===== src/rtl/des_scomp_pipe.sv =====
// DES S-box substitution stage: run-time loadable 64x4 lane tables feeding a
// valid/ready pipeline, with a LOAD/RUN/DRAIN controller for table reloads.
module des_scomp_pipe #(
   parameter int unsigned NUM_SBOX    = 8,
   parameter int unsigned PIPE_STAGES = 1,
   parameter int unsigned SEL_W       = (NUM_SBOX > 1) ? $clog2(NUM_SBOX) : 1
) (
   input  logic                  clk_in,
   input  logic                  rst_n_in,
   input  logic [6*NUM_SBOX-1:0] in_data,
   input  logic                  in_valid,
   output logic                  in_ready,
   output logic [4*NUM_SBOX-1:0] out_data,
   output logic                  out_valid,
   input  logic                  out_ready,
   input  logic                  tbl_wr_en,
   input  logic [SEL_W-1:0]      tbl_wr_sel,
   input  logic [5:0]            tbl_wr_addr,
   input  logic [3:0]            tbl_wr_data,
   input  logic                  tbl_reload,
   output logic                  tbl_loaded,
   output logic                  tbl_wr_err
);

   localparam int unsigned OUT_W = 4 * NUM_SBOX;
   localparam int unsigned TOTAL = NUM_SBOX * 64;
   localparam int unsigned CNT_W = $clog2(TOTAL + 1);
   localparam int unsigned LAST  = PIPE_STAGES - 1;

   typedef enum logic [1:0] {S_LOAD, S_RUN, S_DRAIN} state_e;

   state_e                 state_q, state_d;
   logic [CNT_W-1:0]       cnt_q, cnt_d;
   logic                   err_q, err_d;
   logic                   loaded_q, loaded_d;
   logic [PIPE_STAGES-1:0] vld_q, vld_d;
   logic [OUT_W-1:0]       data_q [PIPE_STAGES];
   logic [OUT_W-1:0]       data_d [PIPE_STAGES];

   logic [3:0]             tbl_q [NUM_SBOX][64];
   logic [OUT_W-1:0]       lut_c;
   logic [5:0]             lane_addr_c;
   logic [3:0]             lane_ent_c;
   logic [PIPE_STAGES-1:0] free_c;
   logic                   room_c;
   logic                   sel_ok_c;
   logic                   wr_ok_c;
   logic                   in_fire_c;

   assign sel_ok_c  = 32'(tbl_wr_sel) < NUM_SBOX;
   assign in_ready  = (state_q == S_RUN) && free_c[0];
   assign in_fire_c = in_valid && in_ready;

   // Table storage is deliberately unreset; it must be reloaded after reset.
   always_ff @(posedge clk_in) begin
      if (wr_ok_c) tbl_q[tbl_wr_sel][tbl_wr_addr] <= tbl_wr_data;
   end

   // Lane lookup: row from bits 0/5, column from bits 1..4; entry MSB lands on out[4k].
   always_comb begin
      lut_c       = '0;
      lane_addr_c = '0;
      lane_ent_c  = '0;
      for (int k = 0; k < int'(NUM_SBOX); k++) begin
         lane_addr_c = {in_data[6*k], in_data[6*k+5], in_data[6*k+1],
                        in_data[6*k+2], in_data[6*k+3], in_data[6*k+4]};
         lane_ent_c  = tbl_q[k][lane_addr_c];
         lut_c[4*k +: 4] = {lane_ent_c[0], lane_ent_c[1], lane_ent_c[2], lane_ent_c[3]};
      end
   end

   // A stage may load when it, or any stage downstream of it, is empty or the sink is ready.
   always_comb begin
      free_c = '0;
      room_c = out_ready;
      for (int i = int'(LAST); i >= 0; i--) begin
         room_c    = room_c | ~vld_q[i];
         free_c[i] = room_c;
      end
   end

   always_comb begin
      vld_d  = vld_q;
      data_d = data_q;
      if (free_c[0]) begin
         vld_d[0] = in_fire_c;
         if (in_fire_c) data_d[0] = lut_c;
      end
      for (int i = 1; i < int'(PIPE_STAGES); i++) begin
         if (free_c[i]) begin
            vld_d[i] = vld_q[i-1];
            if (vld_q[i-1]) data_d[i] = data_q[i-1];
         end
      end
   end

   always_comb begin
      state_d = state_q;
      cnt_d   = cnt_q;
      err_d   = 1'b0;
      wr_ok_c = 1'b0;
      case (state_q)
         S_LOAD: begin
            wr_ok_c = tbl_wr_en && sel_ok_c;
            err_d   = tbl_wr_en && !sel_ok_c;
            if (cnt_q == CNT_W'(TOTAL)) begin
               state_d = S_RUN;
               cnt_d   = '0;
            end else if (wr_ok_c) begin
               cnt_d = cnt_q + CNT_W'(1);
            end
         end
         S_RUN: begin
            err_d = tbl_wr_en;
            if (tbl_reload) state_d = S_DRAIN;
         end
         S_DRAIN: begin
            err_d = tbl_wr_en;
            cnt_d = '0;
            if (vld_q == '0) state_d = S_LOAD;
         end
         default: state_d = S_LOAD;
      endcase
      loaded_d = (state_d == S_RUN);
   end

   always_ff @(posedge clk_in or negedge rst_n_in) begin
      if (!rst_n_in) begin
         state_q  <= S_LOAD;
         cnt_q    <= '0;
         err_q    <= 1'b0;
         loaded_q <= 1'b0;
         vld_q    <= '0;
         for (int i = 0; i < int'(PIPE_STAGES); i++) data_q[i] <= '0;
      end else begin
         state_q  <= state_d;
         cnt_q    <= cnt_d;
         err_q    <= err_d;
         loaded_q <= loaded_d;
         vld_q    <= vld_d;
         for (int i = 0; i < int'(PIPE_STAGES); i++) data_q[i] <= data_d[i];
      end
   end

   assign out_valid  = vld_q[LAST];
   assign out_data   = data_q[LAST];
   assign tbl_loaded = loaded_q;
   assign tbl_wr_err = err_q;

endmodule


===== config.mk =====
export PLATFORM = sky130hd
export DESIGN_NAME = des_scomp_pipe
export DESIGN_NICKNAME = d
export VERILOG_FILES = /design/src/rtl/des_scomp_pipe.sv
export SDC_FILE = /design/constraint.sdc
export NUM_CORES = 2
export LEC_CHECK = 0
export CORE_ASPECT_RATIO = 1.1
export CORE_MARGIN = 4
export CORE_UTILIZATION = 30
export DETAILED_ROUTE_END_ITERATION = 8
export PLACE_DENSITY = 0.46
export SYNTH_ARGS = -nofsm -noshare
export SYNTH_HDL_FRONTEND = slang
export SYNTH_SLANG_ARGS = --single-unit

===== constraint.sdc =====
create_clock -name clk_in -period 3 [get_ports clk_in]
set_input_delay 0.6 -clock clk_in [delete_from_list [all_inputs] [get_ports clk_in]]
set_output_delay 0.6 -clock clk_in [all_outputs]
set_load 0.02 [all_outputs]

==> key figures <==
Outcome
  • Status: finished clean

Synthesis
  • Sequential fraction of the synthesis area: 74.6%
  • Syn Nets: 4907
  • Ys flop type: edfxtp_1
  • Ys async rst share: 2.24%
  • Library cells used by synthesis: 49
  • Mapped Cells: 4834
  • Number of synthesized flops with an enable pin: 2048
  • Yosys Warn Count: 0
  • Syn avg cell area: 17.4 um2
  • Post-Syn Area: 84000 um2
  • Flops & latches, synth: 2095

Floorplan
  • Die height: 563 um
  • Number of I/O pins: 103
  • Core area: 278000 um2
  • Starting density of the core: 30.2%
  • Die X: 513 um
  • Row Count: 203
  • Die area: 289000 um2

Worst setup path
  • CP dominant cell by count: buf_4
  • Critical Path Sink Type: flip-flop
  • Critical path peak fanout: 7
  • Largest stage delay, worst path: 0.48 ns
  • Critical path class: flip-flop to flip-flop
  • CP startpoint kind: flip-flop
  • CP delay by family, top: simple AND/OR/NAND/NOR gates
  • Cell depth of the worst setup path: 9
  • Cells along the critical path: inv_1 -> ha_2 -> nand2b_1 -> nor3_2 -> buf_4 -> nand2_1 -> buf_4 -> nor2_1 -> buf_4
  • Critical Path AT: 3.39 ns
  • Critical-path top delay cell: nor2_1
  • Worst r2r path cells: 9
  • Critical Path RT: 3.55 ns
  • Crit path buf inv count: 4

GRT
  • Initial antenna violation count: 18
  • Largest net degree at the start of global routing: 146
  • Number of global-route vias before repair: 48300
  • First-pass GRT wire length: 362000 um
  • Aggregate global routing overflow: 0
  • Gr usage total: 17.4%

STA
  • Least-Margin Pin Slew: 0.892 ns
  • Count of final setup violators: 0
  • Worst hold slack: 0.0637 ns
  • Worst Skew: 0.0754 ns
  • Final period util: 94.7%
  • Slew headroom: 40.5%
  • FMAX: 352 MHz
  • Max Slew Vio Count: 0
  • Hold Vio Cnt, Final: 0
  • Unrepaired setup endpoints after global routing: no
  • Tmin final: 2.84 ns

Pwr
  • Design Power: 63.1 mW
  • Cell area power density: 618 nW/um2
  • Leakage: 34.4 nW
  • Peak supply drop: 0.488 mV

Placement
  • Port buffer count: 102
  • Area after DPL: 94600 um2
  • Final RePlAce weighted congestion: 0.825
  • HPWL after detailed placement: 175000 um

Drt
  • Routed Antenna Nets: 0
  • Post-DR vias/cell: 4.91
  • Vias: 46500
  • DRC: 0
  • 1st-iter DRT viols: 4097
  • Drt wl/cell: 27.1 um
  • First-pass detailed-route iteration total: 5
  • Drt total wl: 257000 um

Min path
  • Min-Delay Path Class: input port to flip-flop
  • Worst Hold Depth: 1

Clock network
  • # H-tree levels: 4
  • Clock Tree Buf Depth: 4
  • CTS Buf Count: 231
  • CTS Sinks: 2095
  • Clock root cell: clkbuf_16
  • Insertion delay to the later sink of the worst-skew pair: 0.89 ns
  • Clock slew at reported path FFs: 0.06 ns
  • CTS tree: built

Job
  • Maxcap violations: 0

Layout
  • Layout Nets: 5652
  • Design area: 102000 um2
  • Area Growth Syn to Fin: 21.5%
  • Layout cells sized above 1: 23.3%
[routing by layer]
| layer | global-route usage [%] | wire length [um] | vias to the layer above |
|---|---|---|---|
| met1 | 22.9 | 110000 | 24300 |
| met2 | 29.2 | 125000 | 1250 |
| met3 | 3.11 | 13700 | 354 |
| met4 | 5.50 | 8400 | 4 |
| met5 | 0 | 34 | - |
| li1 | - | - | 20600 |
[Yosys cell counts, types with 38 or more instances]
cell type | instances | area share, %
mux4_2 | 252 | 6.8
edfxtp_1 | 2048 | 73
clkbuf_1 | 105 | 0.47
nand3_1 | 168 | 1.0
o21ai_0 | 39 | 0.23
mux2i_1 | 545 | 6.5
a22oi_1 | 208 | 1.9
nor2b_1 | 50 | 0.37
a21oi_1 | 83 | 0.49
nand2_1 | 202 | 0.90
dfrtp_1 | 47 | 1.4
nor3_1 | 38 | 0.23
buf_4 | 68 | 0.61
nor2_1 | 579 | 2.6
buf_2 | 58 | 0.35
[worst paths after layout]
check / start / end / slack (ns)
max: state_q[0]$_DFF_PN0_ / tbl_q[7][154]$_DFFE_PP_ / 0.16
min: tbl_wr_data[2] / tbl_q[1][122]$_DFFE_PP_ / 0.06
max reg2reg: state_q[0]$_DFF_PN0_ / tbl_q[7][154]$_DFFE_PP_ / 0.16
min reg2reg: out_data[10]$_DFFE_PN0P_ / out_data[10]$_DFFE_PN0P_ / 0.51
max in group asynchronous: rst_n_in / out_data[30]$_DFFE_PN0P_ / 1.98
min in group asynchronous: rst_n_in / out_data[10]$_DFFE_PN0P_ / 0.33
[through the flow]
stage	instances	utilization (%)	TNS [ns]	setup WS, ns
floorplan	4834	-	0	0.754
global placement	9035	34.0	-72.16	-0.576
detailed placement	9035	34.0	-49.41	-0.542
CTS	9460	36.7	0	0.0136
global route	9461	36.7	0	0.0697
finish	9469	36.7	0	0.158
[cells by family after synthesis]
kind of cell,count (synthesis),synth area share [%]
AO/OA/AOI/OAI,462,3.84
adder cells (fa/ha/maj),6,0.0893
buffers and inverters,320,2.12
flip-flops,2095,74.6
multiplexers,801,13.4
AND/OR/NAND/NOR,1150,5.98
[power by group]
part / switching [mW] / leakage (nW) / internal (mW) / total (mW)
registers: 0.0382 / 19.1 / 32.2 / 32.2
logic: 2.01 / 11.8 / 1.18 / 3.20
clock network: 11.8 / 3.56 / 15.9 / 27.7
total: 13.8 / 34.4 / 49.3 / 63.1
[cell usage in the layout, fill, tap and decap left out, drive strengths merged, types with 3 or more instances in the layout]
cell type / count
nand4: 24
o211ai: 32
nor3: 40
nor3b: 3
nand2b: 14
o21ai: 47
edfxtp: 2048
ha: 6
and2: 11
mux4: 256
nand3b: 3
inv: 23
nor2b: 50
a221o: 8
a22o: 16
a32oi: 8
diode: 9
o2111ai: 24
clkinv: 91
or4: 8
nand3: 168
a211oi: 32
buf: 733
nor2: 587
dfrtp: 47
and3: 8
a21oi: 83
clkbuf: 289
bufinv: 18
or3: 25
clkdlybuf4s50: 80
mux2i: 545
a22oi: 208
nand2: 202
clkinvlp: 20
[registers in the layout, summed over array words and instances, names as in the netlist]
| signal | flops |
|---|---|
| cnt_q | 10 |
| tbl_loaded | 1 |
| out_valid | 1 |
| state_q | 2 |
| tbl_wr_err | 1 |
| tbl_q | 2048 |
| out_data | 32 |
[area by class of cell]
cell class                 instances  area, um2
inverter                          17       63.8
tap                             3690       4620
antenna                            9       22.5
fill                           26200     176000
clock inverter                   135       1300
sequential                      2095      62700
timing repair buffer             815       7710
clock buffer                     289       6090
multi-input combinational       2419      19600
[timing repair]
item,in CTS,in global routing
gates resized for setup,8,0
hold buffers,1,0
buffers inserted,0,0
setup endpoints to repair,33,0
hold endpoints to repair,19,0
No activity file was read; power rests on OpenSTA's default activity.
